==> src/rtl/hpdcache_pkg.sv <==
// Shared HPDcache core request/response types and widths.
// Consumed by the request arbiter and its round-robin sub-module.
package hpdcache_pkg;

    localparam int unsigned HPDCACHE_REQ_SRC_ID_WIDTH   = 3;
    localparam int unsigned HPDCACHE_REQ_TRANS_ID_WIDTH = 4;
    localparam int unsigned HPDCACHE_REQ_SID_MAX        = 2 ** HPDCACHE_REQ_SRC_ID_WIDTH;

    typedef logic [HPDCACHE_REQ_SRC_ID_WIDTH-1:0]   hpdcache_req_sid_t;
    typedef logic [HPDCACHE_REQ_TRANS_ID_WIDTH-1:0] hpdcache_req_tid_t;

    typedef enum logic [1:0] {
        HPDCACHE_REQ_LOAD  = 2'd0,
        HPDCACHE_REQ_STORE = 2'd1,
        HPDCACHE_REQ_AMO   = 2'd2,
        HPDCACHE_REQ_CMO   = 2'd3
    } hpdcache_req_op_t;

    typedef struct packed {
        logic [31:0]       addr;
        hpdcache_req_op_t  op;
        logic [31:0]       wdata;
        logic [3:0]        be;
        hpdcache_req_tid_t tid;
        hpdcache_req_sid_t sid;
    } hpdcache_req_t;

    typedef struct packed {
        logic [31:0]       rdata;
        logic              error;
        hpdcache_req_tid_t tid;
        hpdcache_req_sid_t sid;
    } hpdcache_rsp_t;

endpackage

==> src/rtl/hpdcache_rr_arbiter.sv <==
// Combinational round-robin pick: first asserted req at or above ptr, wrapping modulo N.
// Zero latency; gnt is forced to zero when en is low (caller's backpressure).
module hpdcache_rr_arbiter #(
    parameter int unsigned N = 3,
    localparam int unsigned IW = (N > 1) ? $clog2(N) : 1
) (
    input  logic [N-1:0]  req,
    input  logic [IW-1:0] ptr,
    input  logic          en,
    output logic [N-1:0]  gnt,
    output logic [IW-1:0] gnt_idx
);

    logic        w_found;
    int unsigned w_j;

    always_comb begin
        gnt     = '0;
        gnt_idx = '0;
        w_found = 1'b0;
        w_j     = 0;
        for (int unsigned k = 0; k < N; k++) begin
            // ptr < N and k < N, so a single wrap subtraction is enough
            w_j = 32'(ptr) + k;
            if (w_j >= N) begin
                w_j = w_j - N;
            end
            if (!w_found && req[w_j[IW-1:0]]) begin
                w_found = 1'b1;
                gnt_idx = w_j[IW-1:0];
            end
        end
        gnt[gnt_idx] = en & w_found;
    end

endmodule

==> src/rtl/hpdcache_core_req_arbiter.sv <==
// Round-robin merge of NREQUESTERS request streams into one registered dcache request; sid-based response fan-out.
// Request: grant in cycle t, visible on dcache_req_o in t+1; a new grant needs an empty or draining output stage. Responses: zero latency, no backpressure.
module hpdcache_core_req_arbiter
    import hpdcache_pkg::*;
#(
    parameter int unsigned NREQUESTERS = 3
) (
    input  logic                   clk_i,
    input  logic                   rst_i,
    input  logic [NREQUESTERS-1:0] core_req_valid_i,
    output logic [NREQUESTERS-1:0] core_req_ready_o,
    input  hpdcache_req_t          core_req_i [NREQUESTERS],
    output logic [NREQUESTERS-1:0] core_rsp_valid_o,
    output hpdcache_rsp_t          core_rsp_o [NREQUESTERS],
    output logic                   dcache_req_valid_o,
    input  logic                   dcache_req_ready_i,
    output hpdcache_req_t          dcache_req_o,
    input  logic                   dcache_rsp_valid_i,
    input  hpdcache_rsp_t          dcache_rsp_i,
    output logic                   rsp_sid_err_o
);

    localparam int unsigned IW   = (NREQUESTERS > 1) ? $clog2(NREQUESTERS) : 1;
    localparam int unsigned SIDW = HPDCACHE_REQ_SRC_ID_WIDTH;
    localparam logic [SIDW:0] NREQ_W = (SIDW + 1)'(NREQUESTERS);

    logic          r_out_vld;
    hpdcache_req_t r_out;
    logic [IW-1:0] r_ptr;
    logic          r_sid_err;

    logic                   w_can_load;
    logic [NREQUESTERS-1:0] w_gnt;
    logic [IW-1:0]          w_gnt_idx;
    logic                   w_grant;
    logic [IW-1:0]          w_ptr_nxt;
    hpdcache_req_t          w_sel;
    logic                   w_sid_illegal;

    assign w_can_load = ~r_out_vld | dcache_req_ready_i;

    hpdcache_rr_arbiter #(
        .N (NREQUESTERS)
    ) u_rr_arb (
        .req     (core_req_valid_i),
        .ptr     (r_ptr),
        .en      (w_can_load & ~rst_i),
        .gnt     (w_gnt),
        .gnt_idx (w_gnt_idx)
    );

    assign core_req_ready_o = w_gnt;
    assign w_grant          = |w_gnt;
    assign w_ptr_nxt        = (w_gnt_idx == IW'(NREQUESTERS - 1)) ? '0 : w_gnt_idx + 1'b1;

    // The winner's port index replaces the requester-supplied sid so responses route home
    always_comb begin
        w_sel     = core_req_i[w_gnt_idx];
        w_sel.sid = hpdcache_req_sid_t'(w_gnt_idx);
    end

    always_ff @(posedge clk_i) begin
        if (rst_i) begin
            r_out_vld <= 1'b0;
            r_out     <= '0;
            r_ptr     <= '0;
            r_sid_err <= 1'b0;
        end else begin
            if (w_grant) begin
                r_out     <= w_sel;
                r_out_vld <= 1'b1;
                r_ptr     <= w_ptr_nxt;
            end else if (dcache_req_ready_i) begin
                r_out_vld <= 1'b0;
            end
            if (w_sid_illegal) begin
                r_sid_err <= 1'b1;
            end
        end
    end

    assign dcache_req_valid_o = r_out_vld;
    assign dcache_req_o       = r_out;
    assign rsp_sid_err_o      = r_sid_err;

    assign w_sid_illegal = dcache_rsp_valid_i & ({1'b0, dcache_rsp_i.sid} >= NREQ_W);

    for (genvar i = 0; i < NREQUESTERS; i++) begin : g_rsp
        assign core_rsp_valid_o[i] = dcache_rsp_valid_i & (dcache_rsp_i.sid == hpdcache_req_sid_t'(i));
        assign core_rsp_o[i]       = dcache_rsp_i;
    end

    a_req_rdy_onehot0 : assert property (@(posedge clk_i) disable iff (rst_i)
        $onehot0(core_req_ready_o));
    a_req_stable : assert property (@(posedge clk_i) disable iff (rst_i)
        (dcache_req_valid_o && !dcache_req_ready_i) |=> $stable(dcache_req_o));
    a_rsp_onehot0 : assert property (@(posedge clk_i) disable iff (rst_i)
        $onehot0(core_rsp_valid_o));

endmodule
==> config.mk <==
export PLATFORM = sky130hd
export DESIGN_NAME = hpdcache_core_req_arbiter
export DESIGN_NICKNAME = d
export VERILOG_FILES = /design/src/rtl/hpdcache_pkg.sv /design/src/rtl/hpdcache_rr_arbiter.sv /design/src/rtl/hpdcache_core_req_arbiter.sv
export SDC_FILE = /design/constraint.sdc
export NUM_CORES = 1
export LEC_CHECK = 0
export CORE_AREA = 2 2 189 191
export DETAILED_ROUTE_END_ITERATION = 16
export DIE_AREA = 0 0 191 193
export SLEW_MARGIN = 5
export SYNTH_ARGS = -nofsm -noshare
export SYNTH_HDL_FRONTEND = slang
export SYNTH_HIERARCHICAL = 1
export SYNTH_SLANG_ARGS = --single-unit
==> constraint.sdc <==
create_clock -name clk_i -period 5.9 [get_ports clk_i]
set_clock_uncertainty 0.1 [all_clocks]
set_input_delay 0.59 -clock clk_i [delete_from_list [all_inputs] [get_ports clk_i]]
set_output_delay 0.59 -clock clk_i [all_outputs]
set_load 0.02 [all_outputs]
==> results.rst <==
.. list-table::
   :header-rows: 1

   * - Metric
     - Value
   * - # clock sinks
     - 80
   * - Global-route wire length before repair
     - 30600 um
   * - Routed via count
     - about 5000
   * - Per-cell via count in the routed design
     - between 4 and 5
   * - Distinct cell type count of the synthesized netlist
     - 34
   * - CTS Root Buffer Type
     - clkbuf_16
   * - Top fanout value on the critical path
     - 36
   * - Number of flops mapped to enable cells by yosys
     - 0
   * - Multiplexer share of the synthesized area
     - between 10% and 20%
   * - Total wire length
     - approximately 22000 um
   * - Cell area after synthesis
     - 0.00577 mm2
   * - Global-route usage over all layers
     - 11.4%
   * - Die footprint
     - 0.0369 mm2
   * - Total power density per cell area
     - between 400 and 500 mW/mm2
   * - Final-layout setup total negative slack
     - 0 ns
   * - Post-CTS setup buffer count
     - 0
   * - Most frequent cells after synthesis
     - 123 x buf_4, 80 x dfxtp_1, 77 x nor2_1
   * - Fraction of the cycle the final worst path needs
     - around two thirds
   * - Filler instances
     - 3798
   * - TritonCTS clock tree
     - built
   * - Flip-flop and latch count after synthesis
     - 80
   * - Post-synth top flop
     - dfxtp_1
   * - Static leakage
     - around 0.0030 uW
   * - Antenna violations before repair
     - 0
   * - Placed Cells
     - approximately 1200
   * - Xor and xnor fraction of the mapped netlist area
     - 0%
   * - Weighted congestion reported at the end of routability-driven placement
     - roughly 0.75
   * - RR Startpoint
     - r_ptr[0]$_SDFFE_PP0P_
   * - Post-synthesis compound-gate area fraction
     - between 20 and 30%
   * - Cells taking the most area after synthesis
     - dfxtp_1 28%, buf_4 16%, a211oi_2 15%
   * - Startpoint of the worst hold path
     - dcache_req_o[1]$_SDFFE_PP0P_
   * - Max Cap Viol
     - 0
   * - Grt ovf
     - 0
   * - Horizontal die dimension
     - 191 um
   * - Achievable frequency
     - roughly 250 MHz
   * - CTS Buf Count
     - 9
   * - Net count after synthesis
     - a little under 900
   * - Adder-cell share of the synthesized area
     - 0.867%
   * - Vias in the first global route
     - 4984
   * - Die height
     - slightly below 200 um
   * - Slew margin rel.
     - between 30% and 40%
   * - Area of the core
     - ~0.035 mm2
   * - Starting density of the core
     - between 10% and 20%
   * - Half-perimeter wire length of the detailed placement result
     - approximately 17000 um
   * - Antenna-violating nets left
     - 0
   * - Portion of the post-synthesis area used by sequential elements
     - 27.7%
   * - Max-slew violation total from the final report
     - 0
   * - IO Pins
     - between 400 and 500
   * - Worst VDD drop
     - 206 uV
   * - Data required time of the worst path
     - ~6.1 ns
   * - Number of buffers added on ports
     - 324
   * - Share of post-route cells with drive strength above 1
     - 13.3%
   * - Average detailed-routed wire length per instance
     - between 15 and 20 um
   * - Post-CTS Hold Buffers
     - 0
   * - Syn_area_per_cell
     - 9.51 um2
   * - Synth area leader
     - dfxtp_1
   * - Final setup violation count
     - 0
   * - DRC viols
     - 0
   * - Result of the run
     - completed
   * - Critical setup path kind
     - flop to flop
   * - Synthesis-to-finish area growth
     - 51.6%
   * - Arrival time of data at the critical path endpoint
     - 4.14 ns
   * - Final number of hold-violating endpoints
     - 0
   * - Antenna diode count
     - 0
   * - CTS H-Tree Depth
     - 3
   * - DRC violation total after the first TritonRoute iteration
     - about 110
   * - Async set or reset register ratio after synthesis
     - 0%
   * - Critical path launch point
     - r_ptr[0]$_SDFFE_PP0P_
   * - Clk Latency, worst-skew pair
     - roughly 0.34 ns
   * - Instance count of the mapped netlist
     - ~610
   * - Post-layout min period
     - 3.97 ns
   * - Most common cell in the synthesized netlist
     - buf_4
   * - Post-layout net count
     - between 1000 and 1500
   * - Simple-gate share of the synthesized area
     - under 10%
   * - Critical Path Sink Type
     - flop
   * - Site row count
     - 69
   * - Type of origin of the critical path
     - flop
   * - Number of buffers on the longest clock path
     - 2
   * - Clock-pin slew on the worst setup and hold paths
     - about 0.070 ns
   * - Number of cells upsized or downsized after cts
     - 0
   * - Slew at the pin closest to its max-slew limit
     - around 0.97 ns
   * - Number of cells in the finished layout apart from fillers
     - around 1200
   * - Synth Warn #
     - 6
   * - RSZ-0062 raised after global routing
     - no
   * - Pin count of the biggest net entering global routing
     - 90
   * - First-pass detailed-route iteration total
     - 4
   * - Combinational family with the most area after synthesis
     - compound AO/OA/AOI/OAI gates
   * - Share of Yosys cell area claimed by the top area cell type
     - around 28%
   * - Hold crit path type
     - flop to flop
cell families (layout without fill, tap and decap cells):
logic type / count (synthesis) / count (layout)
AOI/OAI and AO/OA: 165 / 165
muxes: 76 / 76
and+or+nand+nor: 105 / 105
adders and majority gates: 4 / 4
DFF: 80 / 80
buffers and inverters: 176 / 353
other: 1 / 1
report_power, final:
group	internal (uW)	switching (uW)
logic	1050	1240
clock network	284	253
registers	725	93.9
cells in the final DEF (no fill, tap or decap), types with 2 or more instances in the layout:
master           synthesis  final
nand2_1                  9      9
nand2b_1                 2      2
clkinv_2                 0      4
o21ai_0                  4      4
or3_1                    3      2
nor4bb_1                 2      2
mux2i_1                 76     76
nor2b_2                  1      2
ha_1                     4      4
nor2_1                  77     77
nor2b_1                  5      3
a211oi_2                70     70
clkdlybuf4s50_1          0    323
clkbuf_16                0      9
buf_4                  123     10
dfxtp_1                 80     80
a2bb2oi_1               74     74
a21oi_1                  6      6
a211oi_1                 4      4
inv_1                    3      3
metal layers:
layer	up-vias	global-route usage (%)	share of wire [%]
li1	2411	-	-
met4	0	5.04	3.2
met3	24	3.78	9.1
met1	2296	10.7	34
met5	-	0.265	0
met2	307	22.2	54
worst paths after layout:
| path | end | slack (ns) | cells after the start |
|---|---|---|---|
| setup / recovery | dcache_req_o[28]$_SDFFE_PP0P_ | 1.93 | 11 |
| hold / removal | dcache_req_o[1]$_SDFFE_PP0P_ | 0.36 | 2 |
| setup reg to reg | dcache_req_o[28]$_SDFFE_PP0P_ | 1.93 | 11 |
| hold reg to reg | dcache_req_o[1]$_SDFFE_PP0P_ | 0.36 | 2 |
flip-flops by register name (all words and copies together) (netlist names):
| register | flops |
|---|---|
| dcache_req_o | 76 |
| dcache_req_valid_o | 1 |
| r_ptr | 2 |
| rsp_sid_err_o | 1 |
critical path: stages, from the launching register on:
cell and delay [ns]:
dfxtp_1 0.39, inv_1 0.09, ha_1 0.38, nand2b_1 0.13
o21ai_0 0.10, a22o_2 0.28, o41ai_4 0.31, buf_4 0.37
nor2b_4 0.71, buf_4 0.56, a2bb2oi_1 0.20, a211oi_2 0.23
cell type report:
type                    instances  area [um2]  area share (%)
multi-input cells             351        2970            34.0
inverters                       3        11.3           0.129
clock buffers                  10         229            2.62
well taps                     461         577            6.59
repair buffers                334        3330            38.0
flip-flops and latches         80        1600            18.3
clock inverters                 6        36.3           0.414
metrics by stage:
stage | hold WS (ns) | setup WS [ns] | power (uW) | util [%] | cell area (um2)
final | 0.358 | 1.93 | 3650 | 25.0 | 8760
after global routing | 0.379 | 1.66 | 3900 | 25.0 | 8760
after CTS | 0.361 | 1.87 | 3720 | 25.0 | 8760
after detailed placement | 0.350 | 1.82 | 3160 | 24.3 | 8490
after global placement | 0.348 | 1.87 | 3130 | 24.3 | 8490
after floorplan | 0.365 | 2.89 | 2510 | - | 5770
No activity file was read; power rests on OpenSTA's default activity.
